--- src/rtl/sram_req_arbiter.sv ---
// Purpose : shares one SRAM-like memory port between the instruction (inst_*) and data (data_*)
//           requesters, and routes each in-order data_ok/rdata return back to its owner.
// Latency : address phase is combinational (mem_req in the cycle of the request); responses are
//           forwarded with zero latency.
// Backpressure: a grant is held until mem_addr_ok. New grants stop while OT_DEPTH requests are outstanding.
// Ports   : clk/resetn (async, active-low); inst_* and data_* requester sides (req/wr/size/addr/wstrb/
//           wdata in, addr_ok/data_ok/rdata out); mem_* downstream port; ot_busy (requests outstanding);
//           ot_err (sticky, a return arrived with nothing outstanding).
// Option  : define ARB_ROUND_ROBIN_EN to alternate ties between requesters instead of data-over-inst.
module sram_req_arbiter #(
  parameter int OT_DEPTH = 4,
  parameter int OT_AW    = 2
) (
  input  logic        clk,
  input  logic        resetn,
  // instruction requester
  input  logic        inst_req,
  input  logic        inst_wr,
  input  logic [1:0]  inst_size,
  input  logic [31:0] inst_addr,
  input  logic [3:0]  inst_wstrb,
  input  logic [31:0] inst_wdata,
  output logic        inst_addr_ok,
  output logic        inst_data_ok,
  output logic [31:0] inst_rdata,
  // data requester
  input  logic        data_req,
  input  logic        data_wr,
  input  logic [1:0]  data_size,
  input  logic [31:0] data_addr,
  input  logic [3:0]  data_wstrb,
  input  logic [31:0] data_wdata,
  output logic        data_addr_ok,
  output logic        data_data_ok,
  output logic [31:0] data_rdata,
  // downstream memory port
  output logic        mem_req,
  output logic        mem_wr,
  output logic [1:0]  mem_size,
  output logic [31:0] mem_addr,
  output logic [3:0]  mem_wstrb,
  output logic [31:0] mem_wdata,
  input  logic        mem_addr_ok,
  input  logic        mem_data_ok,
  input  logic [31:0] mem_rdata,
  // status
  output logic        ot_busy,
  output logic        ot_err
);

  typedef enum logic {
    IDLE = 1'b0,
    HOLD = 1'b1
  } state_t;

  localparam logic [OT_AW:0] LP_DEPTH = (OT_AW + 1)'(OT_DEPTH);

  state_t                r_state;
  logic                  r_gnt_id;      // 0 = inst, 1 = data
  logic [OT_DEPTH-1:0]   r_fifo;        // owner id of each outstanding request, oldest at r_rptr
  logic [OT_AW-1:0]      r_wptr;
  logic [OT_AW-1:0]      r_rptr;
  logic [OT_AW:0]        r_count;
  logic                  r_err;
`ifdef ARB_ROUND_ROBIN_EN
  logic                  r_last_gnt;
`endif

  logic w_full;
  logic w_empty;
  logic w_win_id;
  logic w_sel_id;
  logic w_mem_req;
  logic w_push;
  logic w_pop;
  logic w_head;

  assign w_full  = (r_count == LP_DEPTH);
  assign w_empty = (r_count == '0);

`ifdef ARB_ROUND_ROBIN_EN
  // On a tie, the requester that did not win the last handshake goes next.
  assign w_win_id = (inst_req & data_req) ? ~r_last_gnt : data_req;
`else
  // Fixed priority: data beats inst.
  assign w_win_id = data_req;
`endif

  assign w_sel_id = (r_state == HOLD) ? r_gnt_id : w_win_id;

  // Full blocks new grants even when a return pops in the same cycle; a held grant is
  // never blocked because it could only have been taken while not full. Gating with
  // resetn keeps the port quiet while reset is asserted, even with requesters active.
  assign w_mem_req = resetn & ((r_state == HOLD) | (~w_full & (inst_req | data_req)));

  always_comb begin
    mem_req   = w_mem_req;
    mem_wr    = 1'b0;
    mem_size  = 2'd0;
    mem_addr  = 32'd0;
    mem_wstrb = 4'd0;
    mem_wdata = 32'd0;
    if (w_mem_req) begin
      if (w_sel_id) begin
        mem_wr    = data_wr;
        mem_size  = data_size;
        mem_addr  = data_addr;
        mem_wstrb = data_wstrb;
        mem_wdata = data_wdata;
      end else begin
        mem_wr    = inst_wr;
        mem_size  = inst_size;
        mem_addr  = inst_addr;
        mem_wstrb = inst_wstrb;
        mem_wdata = inst_wdata;
      end
    end
  end

  assign w_push = w_mem_req & mem_addr_ok;
  assign w_pop  = mem_data_ok & ~w_empty;
  assign w_head = r_fifo[r_rptr];

  assign inst_addr_ok = w_push & ~w_sel_id;
  assign data_addr_ok = w_push &  w_sel_id;
  assign inst_data_ok = w_pop  & ~w_head;
  assign data_data_ok = w_pop  &  w_head;
  assign inst_rdata   = mem_rdata;
  assign data_rdata   = mem_rdata;
  assign ot_busy      = ~w_empty;
  assign ot_err       = r_err;

  // Grant state machine.
  always_ff @(posedge clk or negedge resetn) begin
    if (!resetn) begin
      r_state  <= IDLE;
      r_gnt_id <= 1'b0;
`ifdef ARB_ROUND_ROBIN_EN
      r_last_gnt <= 1'b1;
`endif
    end else begin
      if (r_state == IDLE) begin
        if (w_mem_req && !mem_addr_ok) begin
          r_state  <= HOLD;
          r_gnt_id <= w_win_id;
        end
      end else begin
        if (mem_addr_ok) begin
          r_state <= IDLE;
        end
      end
`ifdef ARB_ROUND_ROBIN_EN
      if (w_push) begin
        r_last_gnt <= w_sel_id;
      end
`endif
    end
  end

  // In-order owner tracking. Pointers wrap naturally since OT_DEPTH is a power of two.
  always_ff @(posedge clk or negedge resetn) begin
    if (!resetn) begin
      r_fifo  <= '0;
      r_wptr  <= '0;
      r_rptr  <= '0;
      r_count <= '0;
      r_err   <= 1'b0;
    end else begin
      if (w_push) begin
        r_fifo[r_wptr] <= w_sel_id;
        r_wptr         <= r_wptr + 1'b1;
      end
      if (w_pop) begin
        r_rptr <= r_rptr + 1'b1;
      end
      if (w_push && !w_pop) begin
        r_count <= r_count + 1'b1;
      end else if (!w_push && w_pop) begin
        r_count <= r_count - 1'b1;
      end
      // A return with nothing outstanding means the downstream lost sync with us.
      if (mem_data_ok && w_empty) begin
        r_err <= 1'b1;
      end
    end
  end

endmodule
--- config.mk ---
export PLATFORM = sky130hd
export DESIGN_NAME = sram_req_arbiter
export DESIGN_NICKNAME = d
export VERILOG_FILES = /design/src/rtl/sram_req_arbiter.sv
export SDC_FILE = /design/constraint.sdc
export NUM_CORES = 1
export LEC_CHECK = 0
export ABC_AREA = 1
export CORE_AREA = 2 2 126 128
export DETAILED_ROUTE_END_ITERATION = 7
export DIE_AREA = 0 0 128 130
export GPL_ROUTABILITY_DRIVEN = 0
export PLACE_DENSITY = 0.67
export SETUP_SLACK_MARGIN = 0.3
export SYNTH_ARGS = -nofsm -noshare
export SYNTH_HDL_FRONTEND = slang
export SYNTH_SLANG_ARGS = --single-unit
export TNS_END_PERCENT = 5
--- constraint.sdc ---
create_clock -name clk -period 4.4 [get_ports clk]
set_input_delay 0.88 -clock clk [delete_from_list [all_inputs] [get_ports clk]]
set_output_delay 0.88 -clock clk [all_outputs]
set_load 0.01 [all_outputs]
==> run summary <==
part of the cycle the worst path needs = 0.862
status = complete, no violations
Area growth, synth to finish = 70.8%
Post-CTS Hold Buffers = 0
total track usage = 0.116
worst flop-to-flop path endpoint = r_count[2]$_DFFE_PN0P_
die width = 128 um
fmax = 264 MHz
CP Max Fanout = 41
IO buf count = 225
cell row count = 46
Final setup violation count = 0
Syn Area/Cell = 5.18 sq um
Synth Flop Type = dfrtp_1
Synth area leaders = nand2_1, buf_4, dfrtp_1
hold path endpoint = ot_err$_DFFE_PN0P_
Synth Net Count = 728
RSZ-0062 raised after global routing = no
Min-Delay Path Class = reg -> reg
layout cell share with drive strength beyond 1 = 0.0290
final hold vios = 0
cell area after synthesis = 0.00281 sq mm
pin count of the biggest net entering global routing = 47
area of the multi-input gates = 0.00149 sq mm
Die ar. = 0.0166 sq mm
DIE HEIGHT = 130 um
Post-Synthesis Cells = 542
register area = 350 sq um
total gr overflow = 0
CTS Buffer Depth = 2
antenna violations before repair = 0
Nets = 877
clk sinks = 14
DR vias/cell = 3.84
Yosys Warn Count = 0
Clock transition at path regs = 0.05 ns
final count of pins violating max slew = 0
r2r startpoint = r_count[0]$_DFFE_PN0P_
largest area contributor in the netlist = nand2_1
number of different library cells in the post-synthesis netlist = 22
Critical Path End Type = primary output
DRT antenna net count = 0
setup tns final = 0 ns
Data required, critical path = 3.52 ns
number of max-cap violations = 0
Worst Hold Depth = 1
root buffer selected by CTS = clkbuf_16
Final HPWL DP = 8300 um
Min-Delay Startpoint = ot_err$_DFFE_PN0P_
Startpoint Class = primary input
Yosys top cell area share = 0.419
CTS Buf Count = 3
H-tree Lvls = 1
r2r setup slk = 2.25 ns
LEAKAGE = 2.71 nW
drt first pass iters = 4
first-pass GRT wire length = 15600 um
area post-placement = 0.00470 sq mm
relative slew slack = 0.702
Layout Skew = 0.00257 ns
flops & latches, synth = 14
post-CTS setup buffer count = 0
Fillers = 1704
IO Count = 322
CTS tree = done
Worst-Margin Slew = 0.447 ns
vias in the first global route = 3041
worst slack at placement = 0.618 ns
Post-synth EDFFs = 0
most frequent cell after synthesis = nand2_1
R2R depth = 10
DR vias = 3391
final WL = 10500 um
ANT cells = 0
worst-skew pair later-pin latency = 0.25 ns
worst path arrival time = 2.91 ns
Post-route DRC = 0
setup ws final = 0.607 ns
DRT iter0 DRCs = 119
wire length per cell = 11.9 um
Design Area, Final = 0.00479 sq mm
Worst Setup SP = data_req
Layout Utilization = 0.311
sequential fraction of the synthesis area = 0.125
cts repair resizes = 0
Synth top cells by count = nand2_1, inv_1, buf_4
ys async rst share = 1.00
maximum VDD drop = 0.000271 V
Min Clock Period, post-route = 3.79 ns
Power Density = 309 mW/mm^2
Initial Util = 0.182
Setup CP Type = in -> out
Core Footprint = 0.0154 sq mm
## per-layer routing
metal / global-route usage / up-vias / part of all wire
met2: 0.198 / 170 / 0.45
met3: 0.0303 / 23 / 0.084
met5: 0 / - / 0
li1: - / 1787 / -
met1: 0.145 / 1411 / 0.44
met4: 0.0323 / 0 / 0.023
## where the power goes
part	internal, mW	total (mW)	switching (mW)
Sequential	0.189	0.242	0.0533
Clock	0.138	0.195	0.0571
Combinational	0.510	1.05	0.535
Total	0.837	1.48	0.645
## through the flow
stage	total power, mW	hold WS [ns]	std cells
3_3_place_gp	1.29	0.464	878
3_5_place_dp	1.30	0.463	878
2_1_floorplan	0.877	0.442	542
5_1_grt	1.63	0.515	882
6_report	1.48	0.474	882
4_1_cts	1.50	0.479	882
## sequential cells by signal, summed over array words and instances, names as in the netlist
name      flops
r_rptr        2
ot_err        1
r_state       1
r_gnt_id      1
r_count       3
r_wptr        2
r_fifo        4
## how the worst max path moves through the flow
stage / cells after the start / to
floorplan: 8 / mem_addr[15]
global placement: 9 / mem_wdata[2]
detailed placement: 9 / mem_wdata[2]
CTS: 9 / mem_wdata[2]
global route: 9 / mem_wdata[2]
finish: 9 / mem_wdata[2]
## worst max-delay path, cell delays in order
cell,delay [ns]
clkdlybuf4s50_1,0.51
nand2_1,0.08
nand2_2,0.08
buf_4,0.39
nand2_1,0.18
nand2_1,0.12
nand2_1,0.05
inv_1,0.06
clkdlybuf4s50_1,0.53
## cell families after synthesis
logic type,synth area share
adder cells (fa/ha/maj),0.0294
AND/OR/NAND/NOR,0.474
AO/OA/AOI/OAI,0.0174
buffers and inverters,0.345
flip-flops,0.125
XOR/XNOR,0.00937
## layout make-up
class	instances	share of cell area
Sequential cell	14	0.0731
Timing Repair Buffer	232	0.483
Inverter	83	0.0650
Multi-Input combinational cell	357	0.310
Clock buffer	4	0.0185
Tap cell	192	0.0501
## placed cells by master, fill, tap and decap left out, types with 5 or more instances in the layout
cell             synthesis  routed
nand2_1                313     313
clkdlybuf4s50_1          0     224
inv_1                   81      81
dfrtp_1                 14      14
nor2_1                   9       9
nand4_1                  8       8
buf_4                   72       7
a21oi_1                  6       6
ha_1                     5       5
Note: power is estimated with default switching activity, not from simulation.
